===== config.mk =====
export PLATFORM = sky130hd
export DESIGN_NAME = cfi_lp_state_unit_flat
export DESIGN_NICKNAME = d
export VERILOG_FILES = /design/src/rtl/cfi_lp_state_unit_pkg.sv /design/src/rtl/cfi_lp_state_unit_if.sv /design/src/rtl/cfi_lp_state_unit_label_cmp.sv /design/src/rtl/cfi_lp_state_unit.sv /design/src/flat_wrapper.sv
export SDC_FILE = /design/constraint.sdc
export NUM_CORES = 1
export LEC_CHECK = 0
export CAP_MARGIN = 20
export CORE_AREA = 2 2 100 102
export CTS_CLUSTER_DIAMETER = 60
export DETAILED_ROUTE_END_ITERATION = 12
export DIE_AREA = 0 0 102 104
export PLACE_DENSITY = 0.78
export REMOVE_ABC_BUFFERS = 1
export SKIP_LAST_GASP = 1
export SYNTH_ARGS = -nofsm -noshare
export SYNTH_HDL_FRONTEND = slang
export SYNTH_HIERARCHICAL = 1
export SYNTH_SLANG_ARGS = --single-unit

===== constraint.sdc =====
create_clock -name clk_i -period 3.5 [get_ports clk_i]
set_clock_uncertainty 0.05 [all_clocks]
set_input_delay 0.35 -clock clk_i [delete_from_list [all_inputs] [get_ports clk_i]]
set_output_delay 0.35 -clock clk_i [all_outputs]
set_load 0.03 [all_outputs]

===== src/rtl/cfi_lp_state_unit_pkg.sv =====
// Shared types and constants for the landing-pad CFI state unit.
// Operator encodings follow the LP operator field of the issue stage.
package cfi_lp_state_unit_pkg;

   localparam int unsigned XLEN    = 64;
   localparam int unsigned LP_LL_W = 9;
   localparam int unsigned LP_ML_W = 8;
   localparam int unsigned LP_UL_W = 8;

   localparam logic [11:0] CSR_LPLR = 12'h806;
   localparam logic [11:0] CSR_ELP  = 12'h807;

   typedef enum logic [2:0] {
      NONE  = 3'd0,
      LPSLL = 3'd1,
      LPSML = 3'd2,
      LPSUL = 3'd3,
      LPCLL = 3'd4
   } lp_op_t;

   typedef enum logic [1:0] {
      NO_LP       = 2'd0,
      LP_EXPECTED = 2'd1,
      FAULT       = 2'd2
   } elp_state_e;

   typedef struct packed {
      logic [LP_UL_W-1:0] ul;
      logic [LP_ML_W-1:0] ml;
      logic [LP_LL_W-1:0] ll;
   } lplr_t;

endpackage


===== src/rtl/cfi_lp_state_unit_if.sv =====
// Commit port between the CSR buffer (master) and the LP state unit (slave).
interface cfi_lp_state_unit_if;
   import cfi_lp_state_unit_pkg::*;

   logic            commit_valid_i;
   lp_op_t          commit_op_i;
   logic [11:0]     csr_addr_i;
   logic [XLEN-1:0] csr_wdata_i;
   logic            commit_ack_o;

   modport master (
      output commit_valid_i, commit_op_i, csr_addr_i, csr_wdata_i,
      input  commit_ack_o
   );

   modport slave (
      input  commit_valid_i, commit_op_i, csr_addr_i, csr_wdata_i,
      output commit_ack_o
   );

endinterface


===== src/rtl/cfi_lp_state_unit_label_cmp.sv =====
// Lower-label compare and fault tval formatting for the LP state unit.
// The tval path only exists when CFI_LP_TVAL_EN is defined.
module cfi_lp_label_cmp
   import cfi_lp_state_unit_pkg::*;
#(
   parameter int unsigned LL_W = LP_LL_W
) (
   input  logic [LL_W-1:0] i_exp_ll,
   input  logic [LL_W-1:0] i_rcv_ll,
   output logic            o_match
`ifdef CFI_LP_TVAL_EN
   ,
   input  logic            i_is_cll,
   output logic [XLEN-1:0] o_tval
`endif
);

   assign o_match = (i_exp_ll == i_rcv_ll);

`ifdef CFI_LP_TVAL_EN
   logic [LL_W-1:0] w_rcv;

   // A missing landing pad has no received label; report all-ones instead.
   assign w_rcv = i_is_cll ? i_rcv_ll : '1;

   always_comb begin
      o_tval              = '0;
      o_tval[2*LL_W-1:0]  = {i_exp_ll, w_rcv};
   end
`endif

endmodule


===== src/rtl/cfi_lp_state_unit.sv =====
// Landing-pad CFI architectural state: LPLR, ELP state machine and fault request.
// Define CFI_LP_TVAL_EN to capture {expected LL, received label} into cfi_tval_o.
module cfi_lp_state_unit
   import cfi_lp_state_unit_pkg::*;
#(
   parameter int unsigned LL_W         = LP_LL_W,
   parameter int unsigned ML_W         = LP_ML_W,
   parameter int unsigned UL_W         = LP_UL_W,
   parameter logic        CFI_EN_RESET = 1'b1
) (
   input  logic                      clk_i,
   input  logic                      rst_ni,
   input  logic                      flush_i,
   cfi_lp_state_unit_if.slave        commit_if,
   input  logic                      instr_commit_i,
   input  logic                      indirect_jump_i,
   input  logic [11:0]               csr_raddr_i,
   output logic [XLEN-1:0]           csr_rdata_o,
   output logic                      elp_init_o,
   output logic [LL_W+ML_W+UL_W-1:0] lplr_o,
   output logic                      cfi_fault_o,
   output logic [XLEN-1:0]           cfi_tval_o,
   input  logic                      fault_ack_i
);

   localparam int unsigned LPLR_W = LL_W + ML_W + UL_W;

   elp_state_e      r_state, w_state_nxt;
   logic [LL_W-1:0] r_ll;
   logic [ML_W-1:0] r_ml;
   logic [UL_W-1:0] r_ul;
   logic            r_en;

   logic            w_fire;
   logic            w_cll;
   logic            w_lplr_wr;
   logic            w_elp_wr;
   logic            w_match;
   logic            w_unused;

   // Ops arriving during FAULT stay in the CSR buffer until the flush.
   assign commit_if.commit_ack_o = commit_if.commit_valid_i & (r_state != FAULT) & ~flush_i;

   assign w_fire    = commit_if.commit_valid_i & commit_if.commit_ack_o;
   assign w_cll     = w_fire & (commit_if.commit_op_i == LPCLL);
   assign w_lplr_wr = w_fire & (commit_if.commit_op_i == NONE) & (commit_if.csr_addr_i == CSR_LPLR);
   assign w_elp_wr  = w_fire & (commit_if.commit_op_i == NONE) & (commit_if.csr_addr_i == CSR_ELP);
   assign w_unused  = ^commit_if.csr_wdata_i[XLEN-1:LPLR_W];

   always_ff @(posedge clk_i or negedge rst_ni) begin
      if (!rst_ni) begin
         r_ll <= '0;
         r_ml <= '0;
         r_ul <= '0;
      end else if (w_lplr_wr) begin
         {r_ul, r_ml, r_ll} <= commit_if.csr_wdata_i[LPLR_W-1:0];
      end else if (w_fire) begin
         case (commit_if.commit_op_i)
            LPSLL:   r_ll <= commit_if.csr_wdata_i[LL_W-1:0];
            LPSML:   r_ml <= commit_if.csr_wdata_i[ML_W-1:0];
            LPSUL:   r_ul <= commit_if.csr_wdata_i[UL_W-1:0];
            default: ;
         endcase
      end
   end

   always_ff @(posedge clk_i or negedge rst_ni) begin
      if (!rst_ni)       r_en <= CFI_EN_RESET;
      else if (w_elp_wr) r_en <= commit_if.csr_wdata_i[1];
   end

   always_ff @(posedge clk_i or negedge rst_ni) begin
      if (!rst_ni) r_state <= NO_LP;
      else         r_state <= w_state_nxt;
   end

   always_comb begin
      w_state_nxt = r_state;
      case (r_state)
         NO_LP: begin
            if (instr_commit_i & indirect_jump_i & r_en) w_state_nxt = LP_EXPECTED;
         end
         LP_EXPECTED: begin
            if (!r_en)               w_state_nxt = NO_LP;
            else if (w_cll)          w_state_nxt = w_match ? NO_LP : FAULT;
            else if (instr_commit_i) w_state_nxt = FAULT;
         end
         FAULT: begin
            // A jump retiring alongside the ack is squashed by the exception.
            if (fault_ack_i) w_state_nxt = NO_LP;
         end
         default: w_state_nxt = NO_LP;
      endcase
      // An explicit ELP write overrides any implicit transition this cycle.
      if (w_elp_wr) w_state_nxt = commit_if.csr_wdata_i[0] ? LP_EXPECTED : NO_LP;
   end

`ifdef CFI_LP_TVAL_EN
   logic [XLEN-1:0] w_tval;
   logic [XLEN-1:0] r_tval;

   cfi_lp_label_cmp #(.LL_W(LL_W)) u_label_cmp (
      .i_exp_ll (r_ll),
      .i_rcv_ll (commit_if.csr_wdata_i[LL_W-1:0]),
      .o_match  (w_match),
      .i_is_cll (w_cll),
      .o_tval   (w_tval)
   );

   always_ff @(posedge clk_i or negedge rst_ni) begin
      if (!rst_ni)                                       r_tval <= '0;
      else if ((r_state != FAULT) && (w_state_nxt == FAULT)) r_tval <= w_tval;
   end

   assign cfi_tval_o = r_tval;
`else
   cfi_lp_label_cmp #(.LL_W(LL_W)) u_label_cmp (
      .i_exp_ll (r_ll),
      .i_rcv_ll (commit_if.csr_wdata_i[LL_W-1:0]),
      .o_match  (w_match)
   );

   assign cfi_tval_o = '0;
`endif

   always_comb begin
      csr_rdata_o = '0;
      if (csr_raddr_i == CSR_LPLR)     csr_rdata_o[LPLR_W-1:0] = {r_ul, r_ml, r_ll};
      else if (csr_raddr_i == CSR_ELP) csr_rdata_o[1:0]        = {r_en, r_state == LP_EXPECTED};
   end

   assign elp_init_o  = (r_state == LP_EXPECTED);
   assign cfi_fault_o = (r_state == FAULT);
   assign lplr_o      = {r_ul, r_ml, r_ll};

endmodule


===== src/flat_wrapper.sv =====
// flat-port wrapper written by rule: the top's interface ports become plain ports
module cfi_lp_state_unit_flat import cfi_lp_state_unit_pkg::*;
#(
   parameter int unsigned LL_W         = LP_LL_W,
   parameter int unsigned ML_W         = LP_ML_W,
   parameter int unsigned UL_W         = LP_UL_W,
   parameter logic        CFI_EN_RESET = 1'b1
)
  (clk_i, rst_ni, flush_i, instr_commit_i, indirect_jump_i, csr_raddr_i, csr_rdata_o, elp_init_o, lplr_o, cfi_fault_o, cfi_tval_o, fault_ack_i, commit_if_commit_valid_i, commit_if_commit_op_i, commit_if_csr_addr_i, commit_if_csr_wdata_i, commit_if_commit_ack_o);
  cfi_lp_state_unit_if commit_if_i ();
  input  logic clk_i;
  input  logic rst_ni;
  input  logic flush_i;
  input  logic instr_commit_i;
  input  logic indirect_jump_i;
  input  logic [11:0] csr_raddr_i;
  output logic [XLEN-1:0] csr_rdata_o;
  output logic elp_init_o;
  output logic [LL_W+ML_W+UL_W-1:0] lplr_o;
  output logic cfi_fault_o;
  output logic [XLEN-1:0] cfi_tval_o;
  input  logic fault_ack_i;
  input wire logic [$bits(commit_if_i.commit_valid_i)-1:0] commit_if_commit_valid_i;
  input wire logic [$bits(commit_if_i.commit_op_i)-1:0] commit_if_commit_op_i;
  input wire logic [$bits(commit_if_i.csr_addr_i)-1:0] commit_if_csr_addr_i;
  input wire logic [$bits(commit_if_i.csr_wdata_i)-1:0] commit_if_csr_wdata_i;
  output wire logic [$bits(commit_if_i.commit_ack_o)-1:0] commit_if_commit_ack_o;
  assign commit_if_i.commit_valid_i = commit_if_commit_valid_i;
  assign commit_if_i.commit_op_i = commit_if_commit_op_i;
  assign commit_if_i.csr_addr_i = commit_if_csr_addr_i;
  assign commit_if_i.csr_wdata_i = commit_if_csr_wdata_i;
  assign commit_if_commit_ack_o = commit_if_i.commit_ack_o;
  cfi_lp_state_unit #(.LL_W(LL_W), .ML_W(ML_W), .UL_W(UL_W), .CFI_EN_RESET(CFI_EN_RESET)) u_core (.clk_i(clk_i), .rst_ni(rst_ni), .flush_i(flush_i), .commit_if(commit_if_i), .instr_commit_i(instr_commit_i), .indirect_jump_i(indirect_jump_i), .csr_raddr_i(csr_raddr_i), .csr_rdata_o(csr_rdata_o), .elp_init_o(elp_init_o), .lplr_o(lplr_o), .cfi_fault_o(cfi_fault_o), .cfi_tval_o(cfi_tval_o), .fault_ack_i(fault_ack_i));
endmodule

Word level (Yosys, flattened, before mapping):

Index checks and enable logic that the tools add are counted.

* register bits after elaboration: 28
* output and inout bits: 156
* logic and storage cells: 61

* equal/unequal tests: 15
* multiplexer cells: 21
* bitwise operators: 10
* reductions and logical operators: 10

Operator list (number)
* $eq 12x12->1 const B: 4
* $mux 8: 6
* $mux 9: 3
* $mux 23: 1
* $mux 2: 9
* $and 1x1->1: 9
* $eq 9x9->1: 1
* $reduce_bool 2->1: 4
* $eq 3x2->1 const B: 2
* $ne 3x1->1 const B: 2
* $pmux 2 s3: 1
* $reduce_and 2->1: 3
* $ne 5x5->1 const B: 1
* $eq 3x1->1 const B: 1
* $eq 3x3->1 const B: 1
* $logic_not 3->1: 1
* $reduce_and 3->1: 1
* $eq 2x1->1 const B: 1
* $eq 2x2->1 const B: 1
* $logic_not 2->1: 1
* $ne 2x2->1 const B: 1
* $mux 1: 1
* $not 1->1: 1

Depth between registers and ports, before layout:

Gate-level depths: netlist of run 1.

* depth in word-level cells: 9
* gate-level depth with buffers: 7

Modules after synthesis:

The synthesis of run 1 kept the hierarchy.

Modules (own cells, without submodules)
* cfi_lp_state_unit: times used 1, cells each 287, area each 2766.4 um^2, seq. area each 701.9 um^2
* cfi_lp_label_cmp: times used 1, cells each 12, area each 102.6 um^2, seq. area each 0.0 um^2

Worst setup path before layout of run 1:

OpenSTA, ideal clock, no wires.

* kind: register to register
* start point: register u_core.r_state[1]
* end point: register u_core.r_ml[5]
* library setup time: 0.125 ns
* data arrival time: 1.788 ns
* required time: 3.325 ns
* setup slack: 1.538 ns
* cell stages (with the launch flop): 6
* path buffers: 1
* clock period less this slack: 1.962 ns
* cell sequence: dfrtp_1 nor2b_1 buf_2 nor4_4 mux2_2 mux2_2

* cells in the longest elaborated chain, start to end: 8
* elaborated cells on any way between the ends: 10
* those cells by class: 1 x eq/ne; 1 x mux; 5 x bitwise; 3 x reduce/logical

Ends and longest elaborated chain
* from (decl): line cfi_lp_state_unit.sv:28 `elp_state_e r_state, w_state_nxt;`
* from (signal assigned): line cfi_lp_state_unit.sv:74 `else r_state <= w_state_nxt;`
* $ne 2x2->1 *: line cfi_lp_state_unit.sv:42 `assign commit_if.commit_ack_o = commit_if.commit_valid_i & (r_state != FAULT) & ~flush_i;`
* $and 1x1->1 * (2 in a row): line cfi_lp_state_unit.sv:42
* $and 1x1->1 *: line cfi_lp_state_unit.sv:44 `assign w_fire = commit_if.commit_valid_i & commit_if.commit_ack_o;`
* $and 1x1->1 (2 in a row): line cfi_lp_state_unit.sv:46 `assign w_lplr_wr = w_fire & (commit_if.commit_op_i == NONE) & (commit_if.csr_addr_i == CSR_LPLR);`
* $reduce_bool 2->1 (no line)
* $reduce_and 2->1 (no line)
* to (signal assigned): line cfi_lp_state_unit.sv:56 `{r_ul, r_ml, r_ll} <= commit_if.csr_wdata_i[LPLR_W-1:0];`
* to (signal assigned): line cfi_lp_state_unit.sv:60 `LPSML: r_ml <= commit_if.csr_wdata_i[ML_W-1:0];`
* to (decl): line cfi_lp_state_unit.sv:30 `logic [ML_W-1:0] r_ml;`

Every way passes the cells marked *; elsewhere a longest branch is shown, timed or not.
A chain may end at the register's enable or synchronous reset.

Worst setup path in the final report of run 1:

* start point: input port csr_raddr_i[10]
* end point: output port csr_rdata_o[1]

* cells in the longest elaborated chain, start to end: 3
* elaborated cells on any way between the ends: 4
* those cells by class: 2 x eq/ne; 2 x mux

Ends and longest elaborated chain
* from (decl): line flat_wrapper.sv:16 `input logic [11:0] csr_raddr_i;`
* $eq 12x12->1: line cfi_lp_state_unit.sv:129 `else if (csr_raddr_i == CSR_ELP) csr_rdata_o[1:0] = {r_en, r_state == LP_EXPECTED};`
* $mux 2: line cfi_lp_state_unit.sv:129
* $mux 2 *: line cfi_lp_state_unit.sv:128 `if (csr_raddr_i == CSR_LPLR) csr_rdata_o[LPLR_W-1:0] = {r_ul, r_ml, r_ll};`
* to (decl): line flat_wrapper.sv:17 `output logic [XLEN-1:0] csr_rdata_o;`

Marks and branches as above.

==> flow_summary.yaml, run 1 <==
power:
  combPwrFrac_pct: 49.2
  share_seq_of_total_power_pct: 34.9
  max-vdd-ir-drop_mv: 0.168
  power_density_mw_per_mm2: 315
  share_clk_of_total_power_pct: 15.8
  netSwitchingFraction_pct: 41.1
  p_int_uw: 688
  power.switching_uw: 480
  leakagePower_nw: 1.63
logic_synthesis:
  synth_area_per_cell_um2: 9.60
  ys_seq_elements: 28
  post_synth_instance_area_mm2: 0.00287
  synthCells: 299
  synth_warnings: 6
  sequential_area_share_after_synthesis_pct: 24.5
  netlist-cell-type-count: 39
floorplanning:
  die_w_um: 102
  coreArea_mm2: 0.00955
  num_rows: 36
  design.die.area_mm2: 0.0106
  design.portCount: 254
  fp.dieH_um: 104
  starting_utilization_of_the_core_area_pct: 30.0
grt:
  maximum_number_of_pins_on_one_net_before_global_route_repair: 29
  grt_use_met3_pct: 1.68
  grt_first_pass_wirelength_um: 10700
  overflow: 0
  grt_use_met1_pct: 15.4
  grt_util_met2_pct: 22.9
  grt_usage_pct: 12.7
  antenna_violations_before_repair: 0
  grt_pass1_vias: 2165
  busiest_layer: "met2"
sta:
  setup_total_negative_slack_ns: 0
  layout_min_cycle_time_ns: 2.50
  timing.final.ws_setup_ns: 0.996
  worst_slew_pin_slew_ns: 0.724
  slew_violations: 0
  hold_ws_ns: 0.393
  clock.fmax_mhz: 399
  timing_hold_violations_final: 0
  setup-violations-final: 0
  grt_setup_unrepaired: "no"
  final_min_period_over_clock_period_pct: 71.5
  normalized_max_slew_margin_pct: 51.4
drt:
  routed_via_density: 4.07
  drt_wl_total_um: 7260
  num_vias: 2192
  detailedRoute.firstPassIterationCount: 4
  antenna_violating_nets_post_route: 0
  remaining_drc_errors: 0
  wl_per_cell_um: 13.5
  drt_iter0_markers: 109
cts:
  worst_setup_hold_path_clk_slew_ns: 0.10
  post_cts_buffers: 0
  cts_hold_buffers: 0
  cts_tree: "yes"
  post_cts_resized: 0
  numClockSinks: 28
  clk-insertion-delay-late_ns: 0.28
  clock_tree.root_cell: "sky130_fd_sc_hd__clkbuf_8"
  cts_buffers: 3
  cts_buffer_depth: 2
  cts_htree_levels: 1
layout:
  num-nets-final: 505
  area_growth_syn_to_layout_pct: 29.2
  multi_input_comb_area_mm2: 0.00171
  ff_latch_area_um2: 702
  stdcell_area_mm2: 0.00371
  drive_above_1_share_pct: 18.0
  filler_cell_count: 958
  antenna_cells_inserted: 0
worst_setup_path:
  reg2regPathDepth: 4
  crit_chain: "clkdlybuf4s50_1, nor4b_1, nand4b_1, nor2_1, clkdlybuf4s50_1"
  r2r_start: "u_core/r_state[1]"
  critPathKind: "in -> out"
  worstSetupStartpoint: "csr_raddr_i[10]"
  regToRegSetupSlack_ns: 1.31
  critPathLaunchType: "primary input"
  worstPathMaxFanout: 3
  end_kind: "primary output"
  max_stage_delay_ns: 0.69
  reg2reg_to: "u_core/r_ml[2]"
  endpoint: "csr_rdata_o[1]"
  critPathArrivalTime_ns: 2.10
  critical_path_required_ns: 3.10
  crit_top_cell: "sky130_fd_sc_hd__clkdlybuf4s50_1"
  critical-path-slowest-cell: "sky130_fd_sc_hd__clkdlybuf4s50_1"
place:
  port-buffer-count: 111
  detailed_place_hpwl_um: 5750
  dp_slack_ns: 0.793
  dpl_cell_area_mm2: 0.00366
  gp_congestion: 0.756
worst_hold_path:
  worst_hold_check_path_type: "in -> async"
job:
  max_cap_violations: 0
outcome:
  run_status: "complete, no violations"
==> area by class of cell <==
cell class              count  share of cell area [%]
inverters                   2                   0.202
clock buffers               4                    1.21
repair buffers            114                    29.0
flip-flops and latches     28                    18.9
well taps                 133                    4.49
multi-input cells         258                    46.1
==> sequential cells by signal, indices dropped and copies added (netlist names) <==
name,cells
u_core/r_en,1
u_core/r_ll,9
u_core/r_ml,8
u_core/r_state,2
u_core/r_ul,8
==> synth_stat cells <==
cell type,number,area share (%)
sky130_fd_sc_hd__conb_1,1,0.13
sky130_fd_sc_hd__mux2_4,10,5.2
sky130_fd_sc_hd__nand2_1,2,0.26
sky130_fd_sc_hd__o31ai_1,1,0.26
sky130_fd_sc_hd__inv_1,1,0.13
sky130_fd_sc_hd__nand4b_1,1,0.31
sky130_fd_sc_hd__nor3b_1,1,0.26
sky130_fd_sc_hd__buf_2,2,0.35
sky130_fd_sc_hd__nand4_1,11,2.4
sky130_fd_sc_hd__clkinv_1,1,0.13
sky130_fd_sc_hd__clkbuf_1,4,0.52
sky130_fd_sc_hd__nor4b_4,1,0.83
sky130_fd_sc_hd__nand3_1,10,1.7
sky130_fd_sc_hd__nor3_1,1,0.17
sky130_fd_sc_hd__nor3_2,1,0.35
sky130_fd_sc_hd__a21oi_1,1,0.17
sky130_fd_sc_hd__nor4bb_1,1,0.35
sky130_fd_sc_hd__xnor2_1,7,2.1
sky130_fd_sc_hd__xor2_1,2,0.61
sky130_fd_sc_hd__mux2_2,25,9.8
sky130_fd_sc_hd__nand3_4,1,0.61
sky130_fd_sc_hd__nor2b_1,3,0.65
sky130_fd_sc_hd__and2_1,32,7.0
sky130_fd_sc_hd__nor4b_2,1,0.52
sky130_fd_sc_hd__nand3b_1,1,0.26
sky130_fd_sc_hd__nor4b_1,2,0.61
sky130_fd_sc_hd__o211ai_1,10,2.6
sky130_fd_sc_hd__dfstp_2,1,0.92
sky130_fd_sc_hd__dfrtp_1,27,24
sky130_fd_sc_hd__or3b_2,1,0.31
sky130_fd_sc_hd__and4_1,3,0.92
sky130_fd_sc_hd__buf_6,2,0.78
sky130_fd_sc_hd__buf_1,1,0.13
sky130_fd_sc_hd__nor4_2,1,0.44
sky130_fd_sc_hd__nor2_1,7,0.92
sky130_fd_sc_hd__nand2b_1,5,1.1
sky130_fd_sc_hd__mux2i_1,11,3.8
sky130_fd_sc_hd__buf_4,104,27
sky130_fd_sc_hd__nor4_4,2,1.5
==> how the worst min path moves through the flow <==
stage | startpoint | endpoint | cells past startpoint
2_1_floorplan | rst_ni | u_core/r_ll[0] | 0
3_3_place_gp | u_core/r_en | u_core/r_state[1] | 2
3_5_place_dp | u_core/r_en | u_core/r_state[1] | 2
4_1_cts | rst_ni | u_core/r_ml[7] | 2
5_1_grt | rst_ni | u_core/r_ml[7] | 2
6_report | rst_ni | u_core/r_ul[7] | 2
==> worst max-delay path: cells and delay by family <==
kind,cells,cell delay (ns)
buffers and inverters,2,1.10
and+or+nand+nor,3,0.65
==> cell families (layout without fill, tap and decap cells) <==
| logic type | Yosys count | count (layout) | synth area share [%] |
|---|---|---|---|
| buffers and inverters | 115 | 120 | 29.3 |
| DFF | 28 | 28 | 24.5 |
| AOI/OAI and AO/OA | 12 | 12 | 3.05 |
| and+or+nand+nor | 88 | 88 | 21.5 |
| other | 1 | 103 | 0.131 |
| muxes | 46 | 46 | 18.9 |
| xor gates and xnor gates | 9 | 9 | 2.75 |
==> power groups by stage <==
stage / Combinational, mW / Clock, mW / Sequential, mW
after floorplan: 0.276 / 0 / 0.500
after global placement: 0.566 / 0 / 0.412
after detailed placement: 0.574 / 0 / 0.414
after CTS: 0.575 / 0.192 / 0.410
after global routing: 0.608 / 0.209 / 0.416
final: 0.575 / 0.185 / 0.408
==> cell usage in the layout (no fill, tap or decap), types with 2 or more instances in the layout <==
cell type	n
sky130_fd_sc_hd__mux2i_1	11
sky130_fd_sc_hd__nor2b_1	3
sky130_fd_sc_hd__and4_1	3
sky130_fd_sc_hd__nand3_1	10
sky130_fd_sc_hd__and2_1	32
sky130_fd_sc_hd__clkdlybuf4s50_1	88
sky130_fd_sc_hd__nor2_1	7
sky130_fd_sc_hd__nor4_4	2
sky130_fd_sc_hd__mux2_2	25
sky130_fd_sc_hd__nand2b_1	5
sky130_fd_sc_hd__nand2_1	2
sky130_fd_sc_hd__nor4b_1	2
sky130_fd_sc_hd__xnor2_1	7
sky130_fd_sc_hd__xor2_1	2
sky130_fd_sc_hd__clkbuf_8	3
sky130_fd_sc_hd__o211ai_1	10
sky130_fd_sc_hd__conb_1	103
sky130_fd_sc_hd__nand4_1	11
sky130_fd_sc_hd__mux2_4	10
sky130_fd_sc_hd__buf_4	26
sky130_fd_sc_hd__dfrtp_1	27
==> per-stage QoR <==
stage / cells / power, mW / utilization (%)
after floorplan: 288 / 0.776 / -
after global placement: 535 / 0.978 / 38.4
after detailed placement: 535 / 0.988 / 38.4
after CTS: 539 / 1.18 / 38.8
after global routing: 539 / 1.23 / 38.8
final: 539 / 1.17 / 38.8
==> routing by layer <==
metal | vias up | part of all wire, %
met1 | 1020 | 41
li1 | 1031 | -
met2 | 132 | 50
met4 | 0 | 1.6
met5 | - | 0
met3 | 9 | 7.1
Power figures use the tool's default switching activity.
==> inputs of run 2 (changes only) <==
--- a/config.mk
+++ b/config.mk
@@ -6,10 +6,10 @@
 export NUM_CORES = 1
 export LEC_CHECK = 0
 export CAP_MARGIN = 20
-export CORE_AREA = 2 2 100 102
+export CORE_MARGIN = 2
+export CORE_UTILIZATION = 29
 export CTS_CLUSTER_DIAMETER = 60
 export DETAILED_ROUTE_END_ITERATION = 12
-export DIE_AREA = 0 0 102 104
 export PLACE_DENSITY = 0.78
 export REMOVE_ABC_BUFFERS = 1
 export SKIP_LAST_GASP = 1
==> constraint.sdc (replaced) <==
create_clock -name clk_i -period 2 [get_ports clk_i]
set_clock_uncertainty 0.05 [all_clocks]
set_input_delay 0.2 -clock clk_i [delete_from_list [all_inputs] [get_ports clk_i]]
set_output_delay 0.2 -clock clk_i [all_outputs]
set_load 0.03 [all_outputs]
==> run 2 against run 1 <==
Wire length rose by 3.2%. Non-clock buffer count rose by 24. Register-to-register slack got worse by 1.2 ns. Cell count rose by 4.5%. Combinational power rose by 79%. Clock power rose by 94%.
==> flow_summary.yaml, run 2 (synthesis gave the netlist of run 1 again) <==
sta:
  layout_min_cycle_time_ns: 1.91
  final_min_period_over_clock_period_pct: 95.6
  hold_ws_ns: 0.244
  slew_violations: 0
  grt_setup_unrepaired: "no"
  timing_hold_violations_final: 0
  setup-violations-final: 0
  clock.fmax_mhz: 523
power:
  power_density_mw_per_mm2: 519
  max-vdd-ir-drop_mv: 0.353
  leakagePower_nw: 1.82
cts:
  clk-insertion-delay-late_ns: 0.28
  cts_hold_buffers: 0
  numClockSinks: 28
  cts_htree_levels: 1
  post_cts_buffers: 0
  cts_buffer_depth: 2
  cts_tree: "yes"
  worst_setup_hold_path_clk_slew_ns: 0.10
  cts_buffers: 3
  clock_tree.root_cell: "sky130_fd_sc_hd__clkbuf_8"
drt:
  wl_per_cell_um: 13.3
  route.layer.met1.wl_um: 2900
  num_vias: 2323
  total_met2_wirelength_after_detailed_routing_um: 3890
  routed_via_density: 4.13
  detailedRoute.firstPassIterationCount: 4
  met3RoutedLength_um: 562
  drt_wl_total_um: 7490
  topRoutingLayerUsed: "met4"
  antenna_violating_nets_post_route: 0
  remaining_drc_errors: 0
  drt_iter0_markers: 100
grt:
  grt_pass1_vias: 2127
  grt_first_pass_wirelength_um: 10700
  overflow: 0
  grt_usage_pct: 13.0
  maximum_number_of_pins_on_one_net_before_global_route_repair: 29
  antenna_violations_before_repair: 0
worst_setup_path:
  critPathLaunchType: "primary input"
  worstPathMaxFanout: 6
  reg2regPathDepth: 5
  max_stage_delay_ns: 0.27
  critical-path-slowest-cell: "sky130_fd_sc_hd__nor4b_4"
  endpoint: "csr_rdata_o[22]"
  critical_path.top_delay_family: "simple AND/OR/NAND/NOR gates"
  worstSetupStartpoint: "csr_raddr_i[3]"
  r2r_start: "u_core/r_state[1]"
  cp_num_buf_inv: 3
  critical_path_required_ns: 1.75
  critPathKind: "in -> out"
  regToRegSetupSlack_ns: 0.13
  crit_chain: "dlygate4sd2_1, nor4b_4, nand4b_1, nor2_4, buf_6, and2_1, buf_4"
  critPathArrivalTime_ns: 1.66
  end_kind: "primary output"
  reg2reg_to: "u_core/r_ml[0]"
  worst-path-stages: 7
layout:
  largest_registers: "u_core/r_ll (9), u_core/r_ml (8), u_core/r_ul (8)"
  most-common-layout-cells: "sky130_fd_sc_hd__conb_1 (103), sky130_fd_sc_hd__clkdlybuf4s50_1 (76), sky130_fd_sc_hd__buf_4 (33)"
  num-nets-final: 529
  area_growth_syn_to_layout_pct: 41.3
  antenna_cells_inserted: 0
  largest_register_ffs: 9
  register_ranked_first_by_flip_flop_count: "u_core/r_ll"
  layout.cells.most_common: "sky130_fd_sc_hd__conb_1"
  stdcell_area_mm2: 0.00405
  drive_above_1_share_pct: 27.4
floorplanning:
  num_rows: 36
  design.portCount: 254
  fp.dieH_um: 103
  coreArea_mm2: 0.00968
  starting_utilization_of_the_core_area_pct: 29.6
  die_w_um: 103
  design.die.area_mm2: 0.0107
place:
  port-buffer-count: 111
  detailed_place_hpwl_um: 5870
  dpl_cell_area_mm2: 0.00387
  gp_congestion: 0.817
worst_hold_path:
  worst_hold_check_path_type: "in -> async"
job:
  max_cap_violations: 0
outcome:
  run_status: "complete, no violations"
[run 2: routing by layer]
metal / track usage, % / vias to the layer above
li1: - / 1083
met1: 15.4 / 1097
met5: 0 / -
met3: 1.55 / 10
met2: 24.3 / 133
met4: 4.15 / 0
[run 2: final cells by class]
| type | instances | area [µm²] |
|---|---|---|
| flip-flops and latches | 28 | 702 |
| clock buffers | 4 | 55.1 |
| fillers | 961 | 5630 |
| inverters | 2 | 7.51 |
| multi-input cells | 258 | 1770 |
| well taps | 133 | 166 |
| repair buffers | 138 | 1350 |
[run 2: worst min path at each step]
stage	endpoint	slack [ns]
after global placement	u_core/r_state[1]	0.48
after detailed placement	u_core/r_state[1]	0.50
after global routing	u_core/r_ul[5]	0.27
final	u_core/r_ul[5]	0.24
after CTS	u_core/r_ml[5]	0.25
after floorplan	u_core/r_ll[0]	-0.15
[run 2: stage by stage]
| step | instances | util, % | TNS [ns] | worst slack [ns] | total power, mW |
|---|---|---|---|---|---|
| after detailed placement | 558 | 40.0 | -4.87 | -0.146 | 1.75 |
| after global routing | 563 | 41.8 | 0 | 0.00669 | 2.22 |
| after global placement | 558 | 40.0 | -4.52 | -0.115 | 1.73 |
| after CTS | 564 | 41.9 | 0 | 0.0432 | 2.12 |
| final | 563 | 41.8 | 0 | 0.0890 | 2.10 |
| after floorplan | 288 | - | -13.95 | -0.663 | 1.36 |
[run 2: worst reg2reg max path, delay by kind of cell (launching register included)]
kind | cells | cell delay [ns]
and+or+nand+nor | 2 | 0.55
muxes | 2 | 0.59
DFF | 1 | 0.39
buffers and inverters | 1 | 0.17
[run 2: timing repair]
item,4_1_cts,5_1_grt
endpoints found under the setup margin,23,14
pin swaps,4,2
gates resized for setup,44,1
cloned,2,0
[run 2: report_power, final]
| group | internal, mW | total (mW) | switching [mW] |
|---|---|---|---|
| sequential | 0.648 | 0.716 | 0.0680 |
| clock | 0.176 | 0.358 | 0.181 |
| combinational | 0.428 | 1.03 | 0.601 |
